`src/rtl/ram_arbiter_if.sv`:
```
// Shared RAM arbiter bus: IF fetch port, MEM load/store port, RAM port.
// slave = arbiter side, master = core + RAM side.
interface ram_arbiter_if;
  logic        if_req;
  logic [63:0] if_addr;
  logic        if_ready;
  logic        if_rvalid;
  logic [63:0] if_rdata;

  logic        mem_req;
  logic        mem_we;
  logic [63:0] mem_addr;
  logic [63:0] mem_wdata;
  logic [1:0]  mem_size;
  logic        mem_ready;
  logic        mem_rvalid;
  logic [63:0] mem_rdata;

  logic        ram_ren;
  logic        ram_wen;
  logic [63:0] ram_ridx;
  logic [63:0] ram_widx;
  logic [63:0] ram_wdata;
  logic [63:0] ram_wmask;
  logic [63:0] ram_rdata;

  modport slave (
    input  if_req, if_addr,
    input  mem_req, mem_we, mem_addr,
    input  mem_wdata, mem_size,
    input  ram_rdata,
    output if_ready, if_rvalid, if_rdata,
    output mem_ready, mem_rvalid, mem_rdata,
    output ram_ren, ram_wen,
    output ram_ridx, ram_widx,
    output ram_wdata, ram_wmask
  );

  modport master (
    output if_req, if_addr,
    output mem_req, mem_we, mem_addr,
    output mem_wdata, mem_size,
    output ram_rdata,
    input  if_ready, if_rvalid, if_rdata,
    input  mem_ready, mem_rvalid, mem_rdata,
    input  ram_ren, ram_wen,
    input  ram_ridx, ram_widx,
    input  ram_wdata, ram_wmask
  );
endinterface

```
`src/rtl/ram_arbiter.sv`:
```
// Two-port (IF/MEM) arbiter onto one shared RAM port.
// One transaction in flight: IDLE -> ACCESS -> RESP.
module ram_arbiter #(
  parameter logic [63:0] BASE       = 64'h8000_0000,
  parameter int unsigned STARVE_MAX = 4
) (
  input logic         clock,
  input logic         reset,
  ram_arbiter_if.slave bus
);

  localparam logic [1:0] S_IDLE   = 2'd0;
  localparam logic [1:0] S_ACCESS = 2'd1;
  localparam logic [1:0] S_RESP   = 2'd2;

  localparam logic [2:0] SMAX = 3'(STARVE_MAX);

  logic [1:0]  state_q, state_d;
  logic [2:0]  starve_q, starve_d;
  logic        src_mem_q;
  logic        we_q;
  logic [1:0]  size_q;
  logic [63:0] addr_q;
  logic [63:0] wdata_q;
  logic [63:0] if_rdata_q;
  logic [63:0] mem_rdata_q;

  logic        idle, access, resp;
  logic        grant_if, grant_mem;
  logic        if_rv, mem_rv, mem_ld_rv;
  logic [5:0]  sh;
  logic [63:0] mask_b;
  logic [63:0] idx;

  assign idle   = (state_q == S_IDLE);
  assign access = (state_q == S_ACCESS);
  assign resp   = (state_q == S_RESP);

  // IF only overtakes MEM once it has been starved STARVE_MAX times
  assign grant_if  = idle & bus.if_req &
                     (~bus.mem_req | (starve_q == SMAX));
  assign grant_mem = idle & bus.mem_req & ~grant_if;

  always_comb begin
    state_d = state_q;
    unique case (1'b1)
      idle:   if (grant_if | grant_mem) state_d = S_ACCESS;
      access: state_d = S_RESP;
      resp:   state_d = S_IDLE;
      default: state_d = S_IDLE;
    endcase
  end

  always_comb begin
    starve_d = starve_q;
    if (grant_if) begin
      starve_d = '0;
    end else if (grant_mem) begin
      if (!bus.if_req)           starve_d = '0;
      else if (starve_q != SMAX) starve_d = starve_q + 3'd1;
    end
  end

  always_comb begin
    sh     = '0;
    mask_b = '1;
    unique case (size_q)
      2'd0: begin
        sh     = {addr_q[2:0], 3'b000};
        mask_b = 64'hFF;
      end
      2'd1: begin
        sh     = {addr_q[2:1], 4'b0000};
        mask_b = 64'hFFFF;
      end
      2'd2: begin
        sh     = {addr_q[2], 5'b00000};
        mask_b = 64'hFFFF_FFFF;
      end
      default: begin
        sh     = '0;
        mask_b = '1;
      end
    endcase
  end

  assign idx = (addr_q - BASE) >> 3;

  assign bus.ram_ren   = access & ~we_q;
  assign bus.ram_wen   = access & we_q;
  assign bus.ram_ridx  = bus.ram_ren ? idx : '0;
  assign bus.ram_widx  = bus.ram_wen ? idx : '0;
  assign bus.ram_wdata = bus.ram_wen ? (wdata_q << sh) : '0;
  assign bus.ram_wmask = bus.ram_wen ? (mask_b << sh) : '0;

  // Reset wins over a request already sitting on the bus
  assign bus.if_ready  = grant_if & reset;
  assign bus.mem_ready = grant_mem & reset;

  assign if_rv     = resp & ~src_mem_q;
  assign mem_rv    = resp & src_mem_q;
  assign mem_ld_rv = mem_rv & ~we_q;

  assign bus.if_rvalid  = if_rv;
  assign bus.mem_rvalid = mem_rv;
  // RAM data arrives in RESP; forward it, then hold it
  assign bus.if_rdata   = if_rv ? bus.ram_rdata : if_rdata_q;
  assign bus.mem_rdata  = mem_ld_rv ? bus.ram_rdata : mem_rdata_q;

  always_ff @(posedge clock or negedge reset) begin
    if (!reset) begin
      state_q     <= S_IDLE;
      starve_q    <= '0;
      src_mem_q   <= 1'b0;
      we_q        <= 1'b0;
      size_q      <= '0;
      addr_q      <= '0;
      wdata_q     <= '0;
      if_rdata_q  <= '0;
      mem_rdata_q <= '0;
    end else begin
      state_q  <= state_d;
      starve_q <= starve_d;
      if (grant_if | grant_mem) begin
        src_mem_q <= grant_mem;
        we_q      <= grant_mem & bus.mem_we;
        size_q    <= grant_mem ? bus.mem_size : 2'd3;
        addr_q    <= grant_mem ? bus.mem_addr : bus.if_addr;
        wdata_q   <= bus.mem_wdata;
      end
      if (if_rv)     if_rdata_q  <= bus.ram_rdata;
      if (mem_ld_rv) mem_rdata_q <= bus.ram_rdata;
    end
  end

endmodule

```
`src/flat_wrapper.sv`:
```
// flat-port wrapper written by rule: the top's interface ports become plain ports
module ram_arbiter_flat 
#(
  parameter logic [63:0] BASE       = 64'h8000_0000,
  parameter int unsigned STARVE_MAX = 4
)
  (clock, reset, bus_if_req, bus_if_addr, bus_mem_req, bus_mem_we, bus_mem_addr, bus_mem_wdata, bus_mem_size, bus_ram_rdata, bus_if_ready, bus_if_rvalid, bus_if_rdata, bus_mem_ready, bus_mem_rvalid, bus_mem_rdata, bus_ram_ren, bus_ram_wen, bus_ram_ridx, bus_ram_widx, bus_ram_wdata, bus_ram_wmask);
  ram_arbiter_if bus_i ();
  input logic clock;
  input logic reset;
  input wire logic [$bits(bus_i.if_req)-1:0] bus_if_req;
  input wire logic [$bits(bus_i.if_addr)-1:0] bus_if_addr;
  input wire logic [$bits(bus_i.mem_req)-1:0] bus_mem_req;
  input wire logic [$bits(bus_i.mem_we)-1:0] bus_mem_we;
  input wire logic [$bits(bus_i.mem_addr)-1:0] bus_mem_addr;
  input wire logic [$bits(bus_i.mem_wdata)-1:0] bus_mem_wdata;
  input wire logic [$bits(bus_i.mem_size)-1:0] bus_mem_size;
  input wire logic [$bits(bus_i.ram_rdata)-1:0] bus_ram_rdata;
  output wire logic [$bits(bus_i.if_ready)-1:0] bus_if_ready;
  output wire logic [$bits(bus_i.if_rvalid)-1:0] bus_if_rvalid;
  output wire logic [$bits(bus_i.if_rdata)-1:0] bus_if_rdata;
  output wire logic [$bits(bus_i.mem_ready)-1:0] bus_mem_ready;
  output wire logic [$bits(bus_i.mem_rvalid)-1:0] bus_mem_rvalid;
  output wire logic [$bits(bus_i.mem_rdata)-1:0] bus_mem_rdata;
  output wire logic [$bits(bus_i.ram_ren)-1:0] bus_ram_ren;
  output wire logic [$bits(bus_i.ram_wen)-1:0] bus_ram_wen;
  output wire logic [$bits(bus_i.ram_ridx)-1:0] bus_ram_ridx;
  output wire logic [$bits(bus_i.ram_widx)-1:0] bus_ram_widx;
  output wire logic [$bits(bus_i.ram_wdata)-1:0] bus_ram_wdata;
  output wire logic [$bits(bus_i.ram_wmask)-1:0] bus_ram_wmask;
  assign bus_i.if_req = bus_if_req;
  assign bus_i.if_addr = bus_if_addr;
  assign bus_i.mem_req = bus_mem_req;
  assign bus_i.mem_we = bus_mem_we;
  assign bus_i.mem_addr = bus_mem_addr;
  assign bus_i.mem_wdata = bus_mem_wdata;
  assign bus_i.mem_size = bus_mem_size;
  assign bus_i.ram_rdata = bus_ram_rdata;
  assign bus_if_ready = bus_i.if_ready;
  assign bus_if_rvalid = bus_i.if_rvalid;
  assign bus_if_rdata = bus_i.if_rdata;
  assign bus_mem_ready = bus_i.mem_ready;
  assign bus_mem_rvalid = bus_i.mem_rvalid;
  assign bus_mem_rdata = bus_i.mem_rdata;
  assign bus_ram_ren = bus_i.ram_ren;
  assign bus_ram_wen = bus_i.ram_wen;
  assign bus_ram_ridx = bus_i.ram_ridx;
  assign bus_ram_widx = bus_i.ram_widx;
  assign bus_ram_wdata = bus_i.ram_wdata;
  assign bus_ram_wmask = bus_i.ram_wmask;
  ram_arbiter #(.BASE(BASE), .STARVE_MAX(STARVE_MAX)) u_core (.clock(clock), .reset(reset), .bus(bus_i));
endmodule
```
`config.mk`:
```
export PLATFORM = sky130hd
export DESIGN_NAME = ram_arbiter_flat
export DESIGN_NICKNAME = d
export VERILOG_FILES = /design/src/rtl/ram_arbiter_if.sv /design/src/rtl/ram_arbiter.sv /design/src/flat_wrapper.sv
export SDC_FILE = /design/constraint.sdc
export NUM_CORES = 1
export LEC_CHECK = 0
export BUFFER_PORTS_ARGS = -buffer_cell sky130_fd_sc_hd__buf_2
export CAP_MARGIN = 20
export CORE_AREA = 2 2 254 256
export CTS_BUF_LIST = sky130_fd_sc_hd__clkbuf_8
export CTS_CLUSTER_SIZE = 8
export DETAILED_ROUTE_END_ITERATION = 8
export DIE_AREA = 0 0 256 258
export PLACE_DENSITY = 0.54
export SLEW_MARGIN = 40
export SYNTH_ARGS = -nofsm -noshare
export SYNTH_HDL_FRONTEND = slang
export SYNTH_SLANG_ARGS = --single-unit
```
`constraint.sdc`:
```
create_clock -name clock -period 2.36 [get_ports clock]
set_input_delay 0.118 -clock clock [delete_from_list [all_inputs] [get_ports clock]]
set_output_delay 0.118 -clock clock [all_outputs]
set_load 0.005 [all_outputs]
```
# Yosys cells after proc, flatten, opt, wreduce, memory -nomap -nowiden
# Index checks and enable logic that the tools add are counted.
# Widths: inputs -> output; s select.
[totals]
reg_bits = 265
inputBits = 263
[classes]
add_sub_neg = 2
eq_ne = 8
n_shift = 2
mux = 16
bitwise_logic = 18
n_reduce_logical = 4
[ops]
columns = ["cell", "n"]
rows = [
  ["$mux 64", 5],
  ["$pmux 64 s3", 1],
  ["$shl 64x6->64", 2],
  ["$mux 61", 2],
  ["$sub 64x32->64 const B", 1],
  ["$pmux 6 s3", 1],
  ["$and 1x1->1", 12],
  ["$mux 3", 4],
  ["$eq 2x1->1 const B", 2],
  ["$eq 2x2->1 const B", 2],
  ["$logic_not 2->1", 2],
  ["$mux 2", 2],
  ["$not 1->1", 4],
  ["$pmux 2 s2", 1],
  ["$add 3x1->3 const B", 1],
  ["$eq 3x3->1 const B", 1],
  ["$ne 3x1->1 const B", 1],
  ["$ne 3x3->1 const B", 1],
  ["$ne 2x2->1 const B", 1],
  ["$or 1x1->1", 2],
  ["$reduce_and 2->1", 1],
  ["$reduce_bool 2->1", 1],
]

# Logic depth before layout (Yosys ltp)
# Gate-level depths: netlist of run 1.
[logic_depth]
depth_word = 8
mapped_depth = 8

# Worst setup path before layout of run 1
# OpenSTA, ideal clock, no wires.
[synth_path]
kind = "register to output"
from = "register u_core.state_q[1]"
to = "output bus_ram_wmask[10]"
t_arrival_ps = 2050
path_slack_ps = 192
stages_incl_launch_ff = 8
path_cell_list = "dfrtp_1 -> nand3b_1 -> inv_1 -> and2_1 -> clkbuf_1 -> nand2_1 -> nor2_1 -> buf_4"
[synth_via]
elab_chain_len = 3
[synth_lines]
columns = ["item", "line_no", "text"]
rows = [
  ["from (decl)", "ram_arbiter.sv:18", "logic [1:0] state_q, state_d;"],
  ["from (signal assigned)", "ram_arbiter.sv:122", "state_q <= state_d;"],
  ["$eq 2x1->1", "ram_arbiter.sv:36", "assign access = (state_q == S_ACCESS);"],
  ["$and 1x1->1", "ram_arbiter.sv:90", "assign bus.ram_wen = access & we_q;"],
  ["$mux 64", "ram_arbiter.sv:94", "assign bus.ram_wmask = bus.ram_wen ? (mask_b << sh) : '0;"],
  ["to (decl)", "flat_wrapper.sv:30", "output wire logic [$bits(bus_i.ram_wmask)-1:0] bus_ram_wmask;"],
]
# Every way passes these cells.

# Worst setup path after layout of run 1
[layout_path]
from = "register u_core.size_q[1]"
to = "output bus_ram_wdata[37]"
[layout_via]
elab_chain_len = 4
elab_cells_between_ends = 6
[layout_lines]
columns = ["item", "line_no", "text"]
rows = [
  ["from (decl)", "ram_arbiter.sv:22", "logic [1:0] size_q;"],
  ["from (signal assigned)", "ram_arbiter.sv:127", "size_q <= grant_mem ? bus.mem_size : 2'd3;"],
  ["$eq 2x2->1 (tied with other cells)", "ram_arbiter.sv:67", "unique case (size_q)"],
  ["$pmux 6 s3 *", "ram_arbiter.sv:67", ""],
  ["$shl 64x6->64 *", "ram_arbiter.sv:93", "assign bus.ram_wdata = bus.ram_wen ? (wdata_q << sh) : '0;"],
  ["$mux 64 *", "ram_arbiter.sv:93", ""],
  ["to (decl)", "flat_wrapper.sv:29", "output wire logic [$bits(bus_i.ram_wdata)-1:0] bus_ram_wdata;"],
]
# Every way passes the cells marked *; elsewhere a longest branch is shown, timed or not.

==> reports/metrics.yaml, run 1 <==
outcome:
  status: "finished, violations left"
  failed_checks: "negative setup slack"
logic_synthesis:
  ys_seq_elements: 265
  synth_top_area_frac: 0.4634
  synth_enable_flop_cells: 0
  netlist.top_cell.by_area: "sky130_fd_sc_hd__dfrtp_1"
  async_flop_share: 1.000
  synthFlopType: "sky130_fd_sc_hd__dfrtp_1"
  synth_top_cells_by_count: "sky130_fd_sc_hd__nand2_1 (392), sky130_fd_sc_hd__dfrtp_1 (265), sky130_fd_sc_hd__mux2_2 (128), sky130_fd_sc_hd__nor2_1 (128), sky130_fd_sc_hd__and2_1 (83)"
  synth_warnings: 0
  synth_area_leaders: "sky130_fd_sc_hd__dfrtp_1 (46%), sky130_fd_sc_hd__nand2_1 (10%), sky130_fd_sc_hd__mux2_2 (10%)"
  postSynthCellCount: 1513
  synthesis.area_sq_um: 14310
  post-synth-top-count-cell: "sky130_fd_sc_hd__nand2_1"
  avgSynthCellArea_sq_um: 9.458
  seq_area_frac_synth: 0.4634
  yosys.cell_types.count: 58
worst_setup_path:
  critical_path_cell_count: 9
  crit_family: "buffers and inverters"
  timing.critical_path.slowest_stage_cell: "sky130_fd_sc_hd__dfrtp_1"
  worst_setup_path_end: "bus_ram_wdata[37]"
  timing.rr.end: "u_core.addr_q[2]$_DFFE_PN0P_"
  type_of_the_setup_path_with_the_least_slack: "reg2out"
  worstRegToRegCells: 10
  startpoint_of_the_most_critical_setup_path: "u_core.size_q[1]$_DFFE_PN0P_"
  cp.buffers_inverters: 5
  worst-r2r-setup-slack_ns: 0.15
  cpPeakStageDelay_ns: 0.42
  type_of_destination_of_the_critical_path: "primary output"
  worst_ep_arrival_time_ns: 2.59
  worstPathCellList: "nor3b_4 > buf_12 > buf_12 > buf_8 > buf_16 > mux2i_4 > nand2_1 > a32o_2 > buf_2"
  rr_startpoint: "u_core.state_q[1]$_DFFE_PN0P_"
  critical_path.max_fanout: 6
  crit_required_ns: 2.24
  worst_setup_path_start_kind: "flip-flop"
  crit_top_cell: "sky130_fd_sc_hd__buf_12"
route:
  routed_wirelength_um: 73570
  drc: 0
  routed_via_density: 4.722
  routed-via-count: 16360
  routedWlPerCell_um: 21.23
  initialDrtViolationCount: 1174
  antenna_left: 0
  drt-pass1-iter-count: 5
sta:
  setup_slack_ns: -0.3500
  max_transition_margin: 0.5789
  setup_violations: 269
  grt_setup_unrepaired: "true"
  worst-slew-pin-transition_ns: 0.6317
  timing_hold_violations_final: 0
  number_of_max_slew_violations_in_the_final_report: 0
  achievable_clock_frequency_mhz: 369.0
  final.period_utilization: 1.148
  skew_ns: 0.02357
  fin_crit_ns: 2.710
clock_network:
  cts_sinks: 265
  clk_root_buffer_cell: "sky130_fd_sc_hd__clkbuf_8"
  cts_max_level: 2
  source_to_sink_clock_delay_at_the_later_pin_of_the_worst_skew_pair_ns: 0.64
  tritoncts: "yes"
  register_clock_pin_slew_on_the_reported_worst_setup_and_hold_paths_ns: 0.06
  cts_buffer_depth: 3
  cts_inserted_buffers: 51
grt:
  antenna_found_initial: 8
  gr-total-overflow: 0
  global_route_wire_length_before_repair_um: 103000
  first_global_vias: 16710
  gr-usage-all-layers: 0.2001
  grt_max_degree: 106
power:
  power_density_nw_per_um2: 1285
  pwr-share-comb: 0.603
  p_int_w: 0.02161
  seqPwrFrac: 0.255
  power.leakage_nw: 13.34
  net_switching_w: 0.01434
  worst_vdd_ir_v: 0.0008633
  clockPowerShare: 0.142
  netSwitchingFraction: 0.3989
  power.total_w: 0.03595
worst_hold_path:
  worstHoldPathType: "in2async"
floorplanning:
  die_w_um: 256
  fp.coreArea_sq_um: 63650
  fp.dieArea_sq_um: 66050
  floorplan.initialDensity: 0.2248
  floorplan.die.height_um: 258
  core.rowCount: 93
  io_pins: 653
placed_design:
  globalplace.congestion: 0.9320
  placed_cells: 2922
  io_buffers: 646
  detailed_place_hpwl_um: 43450
cells_and_area:
  final_net_count: 2829
  num-fill-cells: 5841
  multi_input_area_sq_um: 8750
  final-instance-count-excl-fill: 3465
  layout.core_utilization: 0.4396
  area.growth.synth_to_final_pct: 95.52
  seq_area_sq_um: 6649
  post_route_cells_drive_above_1_share: 0.5257
run:
  drv_cap: 0
layout by cell type, fill, tap and decap left out, types with 65 or more instances in the layout:
| cell type | synthesis | layout |
|---|---|---|
| sky130_fd_sc_hd__buf_2 | 21 | 449 |
| sky130_fd_sc_hd__nand2_1 | 392 | 376 |
| sky130_fd_sc_hd__dlygate4sd3_1 | 0 | 263 |
| sky130_fd_sc_hd__dfrtp_1 | 265 | 251 |
| sky130_fd_sc_hd__buf_6 | 0 | 241 |
| sky130_fd_sc_hd__mux2_4 | 0 | 128 |
| sky130_fd_sc_hd__buf_4 | 69 | 117 |
| sky130_fd_sc_hd__nor2_1 | 128 | 108 |
| sky130_fd_sc_hd__a31oi_1 | 70 | 68 |
| sky130_fd_sc_hd__clkbuf_8 | 3 | 65 |
area by class of cell:
class | instances | area share
Inverter | 12 | 0.002147
Multi-Input combinational cell | 1078 | 0.3127
Clock inverter | 29 | 0.008407
Clock buffer | 65 | 0.03197
Sequential cell | 265 | 0.2376
Antenna cell | 6 | 0.0005366
Tap cell | 855 | 0.03823
Timing Repair Buffer | 1155 | 0.3683
metrics by stage:
step | area [sq um] | setup slack (ns) | setup TNS [ns] | hold slack, ns
6_report | 27980 | -0.3500 | -32.95 | 0.1234
5_1_grt | 27980 | -0.4715 | -73.75 | 0.1099
4_1_cts | 25960 | -0.3903 | -54.93 | 0.07711
3_5_place_dp | 18440 | 0.04368 | 0 | 0.06519
3_3_place_gp | 18440 | 0.03221 | 0 | 0.06718
2_1_floorplan | 14330 | 0.1923 | 0 | -0.1776
metal layers:
layer	track usage	vias to the layer above	part of all wire
met3	0.04476	182	0.080
met4	0.07878	2	0.040
li1	-	7245	-
met2	0.3402	892	0.48
met1	0.2465	8039	0.40
met5	0	-	0.000095
power groups by stage:
stage / Combinational [W] / Sequential, W / Clock (W)
floorplan: 0.00769 / 0.00790 / 0
global placement: 0.0127 / 0.00854 / 0
detailed placement: 0.0128 / 0.00865 / 0
CTS: 0.0187 / 0.00883 / 0.00519
global route: 0.0230 / 0.00935 / 0.00543
finish: 0.0217 / 0.00917 / 0.00509
kinds of logic (layout without fill, tap and decap cells):
logic type | after synthesis | count (layout) | synth area share
simple gates | 684 | 686 | 0.2110
flops | 265 | 265 | 0.4634
mux | 196 | 196 | 0.1623
compound gates | 177 | 177 | 0.08577
buf+inv | 177 | 1261 | 0.06855
xor+xnor | 10 | 10 | 0.006120
fa+ha+maj | 3 | 3 | 0.002623
other cells | 1 | 12 | 0.0002621
worst min path at each step:
stage	from	to	slack (ns)	depth (start not counted)
after floorplan	reset	u_core.addr_q[0]$_DFFE_PN0P_	-0.18	0
after global placement	reset	u_core.wdata_q[0]$_DFFE_PN0P_	0.07	1
after detailed placement	reset	u_core.wdata_q[0]$_DFFE_PN0P_	0.07	1
after CTS	reset	u_core.wdata_q[0]$_DFFE_PN0P_	0.08	3
after global routing	reset	u_core.wdata_q[5]$_DFFE_PN0P_	0.11	3
final	reset	u_core.wdata_q[5]$_DFFE_PN0P_	0.12	3
worst reg2reg max path, delay by kind of cell (launching register included):
kind,cells,cell delay [ns]
simple gates,3,0.38
flops,1,0.40
compound gates,1,0.15
buf+inv,6,1.23
registers in the layout, indices dropped and copies added (netlist names):
name,cells
u_core.wdata_q,64
u_core.size_q,2
u_core.mem_rdata_q,64
u_core.addr_q,64
u_core.starve_q,3
u_core.state_q,2
u_core.if_rdata_q,64
u_core.we_q,1
u_core.src_mem_q,1
timing repair:
item                       CTS  global route
cloned                      25            11
setup buffers              104            55
setup endpoints to repair  336           358
hold buffers               264             0
resized for setup          498           318
pin swaps                   81            88
hold endpoints to repair   527             0
Power figures use the tool's default switching activity.
==> run 2, diff against run 1 <==
--- a/config.mk
+++ b/config.mk
@@ -7,12 +7,13 @@
 export LEC_CHECK = 0
 export BUFFER_PORTS_ARGS = -buffer_cell sky130_fd_sc_hd__buf_2
 export CAP_MARGIN = 20
-export CORE_AREA = 2 2 254 256
+export CORE_AREA = 2 2 250 252
 export CTS_BUF_LIST = sky130_fd_sc_hd__clkbuf_8
 export CTS_CLUSTER_SIZE = 8
 export DETAILED_ROUTE_END_ITERATION = 8
-export DIE_AREA = 0 0 256 258
-export PLACE_DENSITY = 0.54
+export DIE_AREA = 0 0 252 254
+export MAX_ROUTING_LAYER = met4
+export PLACE_DENSITY = 0.55
 export SLEW_MARGIN = 40
 export SYNTH_ARGS = -nofsm -noshare
 export SYNTH_HDL_FRONTEND = slang
==> constraint.sdc (replaced) <==
create_clock -name clock -period 3.4 [get_ports clock]
set_input_delay 0.17 -clock clock [delete_from_list [all_inputs] [get_ports clock]]
set_output_delay 0.17 -clock clock [all_outputs]
set_load 0.005 [all_outputs]
==> reports/metrics.yaml, run 2 (same netlist as run 1, synthesis figures left out) <==
outcome:
  status: "finished, final reports clean"
sta:
  achievable_clock_frequency_mhz: 315.9
  number_of_max_slew_violations_in_the_final_report: 0  # unchanged
  worst-slew-pin-transition_ns: 0.7990  # +0.1673 ns
  fin_crit_ns: 3.166
  skew_ns: 0.02591  # +0.002338 ns
  setup_slack_ns: 0.2343  # +0.5844 ns
  grt_setup_unrepaired: "false"
  final.period_utilization: 0.9311
  max_transition_margin: 0.4673  # -0.1116
  setup_total_negative_slack_ns: 0  # +32.95 ns
  setup_violations: 0  # -100%
  timing_hold_violations_final: 0  # unchanged
route:
  routed_wirelength_um: 58580  # -20%
  routed-via-count: 14830  # -9.3%
  initialDrtViolationCount: 872  # -26%
  routed_via_density: 4.653  # -1.4%
  drc: 0  # unchanged
  drt-pass1-iter-count: 5  # unchanged
  antenna_left: 0  # unchanged
  routedWlPerCell_um: 18.37  # -13%
placed_design:
  globalplace.congestion: 0.9281  # -0.42%
  io_buffers: 646  # unchanged
  dpl_worst_slack_ns: 0.8968  # +0.8531 ns
  detailed_place_hpwl_um: 42460  # -2.3%
  placed_cells: 2824  # -3.4%
  postPlaceCellArea_sq_um: 18060  # -2.1%
cells_and_area:
  layout.core_utilization: 0.3559  # -0.08373
  final_common_cell: "sky130_fd_sc_hd__buf_2"
  seq_area_sq_um: 6631  # -0.26%
  final-instance-count-excl-fill: 3188  # -8.0%
  post_route_cells_drive_above_1_share: 0.3855  # -0.1402
  final_net_count: 2617  # -7.5%
  finalInstanceArea_sq_um: 21800  # -22%
  most-common-layout-cells: "sky130_fd_sc_hd__buf_2 (645), sky130_fd_sc_hd__nand2_1 (392), sky130_fd_sc_hd__dfrtp_1 (265)"
  area.growth.synth_to_final_pct: 52.33
  multi_input_area_sq_um: 6775  # -23%
  num-fill-cells: 6270  # +7.3%
worst_setup_path:
  crit_family: "simple AND/OR/NAND/NOR gates"
  critical_path.max_fanout: 32  # +26
  type_of_destination_of_the_critical_path: "primary output"
  timing.critical_path.slowest_stage_cell: "sky130_fd_sc_hd__or3b_2"
  cpPeakStageDelay_ns: 0.78  # +0.36 ns
  crit_required_ns: 3.23  # +0.99 ns
  worst_ep_arrival_time_ns: 3.00  # +0.41 ns
  type_of_the_setup_path_with_the_least_slack: "reg2out"
  worstPathCellList: "or3b_2 > inv_1 > buf_4 > and2_1 > buf_2"
  cp.buffers_inverters: 3  # -2
  worst_setup_path_start_kind: "flip-flop"
floorplanning:
  fp.dieArea_sq_um: 64010  # -3.1%
  floorplan.initialDensity: 0.2336  # +0.008785
  die_w_um: 252  # -1.6%
  fp.coreArea_sq_um: 61260  # -3.8%
  io_pins: 653  # unchanged
  floorplan.die.height_um: 254  # -1.6%
  core.rowCount: 91  # -2.2%
grt:
  first_global_vias: 15130  # -9.4%
  grt_use_met2: 0.2911  # -0.04914
  globalRouteMet1Util: 0.2253  # -0.02123
  gr-usage-all-layers: 0.1806  # -0.01951
  global_route_wire_length_before_repair_um: 88060  # -14%
  grtUsageMet3: 0.03749  # -0.007270
  antenna_found_initial: 14  # +6
  grt_max_degree: 84  # -21%
  grt.busiest_layer: "met2"
  gr-total-overflow: 0  # unchanged
clock_network:
  tritoncts: "yes"
  cts_max_level: 2  # unchanged
  postCtsSetupRepairBufs: 0  # -100%
  clk_root_buffer_cell: "sky130_fd_sc_hd__clkbuf_8"
  cts_buffer_depth: 3  # unchanged
  cts_inserted_buffers: 52  # +2.0%
  cts_sinks: 265  # unchanged
  source_to_sink_clock_delay_at_the_later_pin_of_the_worst_skew_pair_ns: 0.63  # about the same
  register_clock_pin_slew_on_the_reported_worst_setup_and_hold_paths_ns: 0.05  # about the same
run:
  drv_cap: 0  # unchanged
worst_hold_path:
  worstHoldPathType: "in2async"
power:
  power.leakage_nw: 10.75  # -19%
  worst_vdd_ir_v: 0.0004889  # -43%
  power_density_nw_per_um2: 863.5  # -33%
## run 2: power breakdown
part           switching, W  total [W]  leakage, nW  internal [W]
registers           0.00134    0.00610         3.14       0.00475
clock network       0.00145    0.00331        0.599       0.00186
logic               0.00485    0.00941         7.01       0.00457
## run 2: final timing paths
check | from | endpoint | slack, ns | depth (start not counted)
max | u_core.we_q$_DFFE_PN0P_ | bus_ram_ridx[18] | 0.23 | 5
min | reset | u_core.wdata_q[6]$_DFFE_PN0P_ | 0.09 | 2
max reg2reg | u_core.state_q[0]$_DFFE_PN0P_ | u_core.addr_q[35]$_DFFE_PN0P_ | 0.43 | 6
min reg2reg | u_core.wdata_q[63]$_DFFE_PN0P_ | u_core.wdata_q[63]$_DFFE_PN0P_ | 0.49 | 2
max in group asynchronous | reset | u_core.mem_rdata_q[34]$_DFF_PN0_ | 2.42 | 3
min in group clock | bus_mem_wdata[46] | u_core.wdata_q[46]$_DFFE_PN0P_ | 0.28 | 4
## run 2: stage by stage
stage | total power [W] | hold WS, ns
after floorplan | 0.01082 | -0.1256
after global placement | 0.01434 | 0.1381
after detailed placement | 0.01448 | 0.1412
after CTS | 0.01888 | 0.01690
after global routing | 0.02018 | 0.06763
final | 0.01882 | 0.08900
## run 2: layout make-up
cell class	instances	area share
sequential	265	0.3042
inverter	12	0.002296
clock buffer	65	0.04104
tap	790	0.04534
clock inverter	22	0.007347
antenna	14	0.001607
timing repair buffer	944	0.2873
multi-input combinational	1076	0.3108
## run 2: timing repair
item | in CTS | in global routing
gates resized for setup | 0 | 2
hold endpoints to repair | 493 | 0
endpoints found under the setup margin | 0 | 3
hold buffers | 263 | 0
## run 2: routing by layer
layer	vias to the layer above	wire [um]
met5	-	0
met2	692	27890
li1	6804	-
met1	7221	24580
met4	0	1710
met3	117	4390
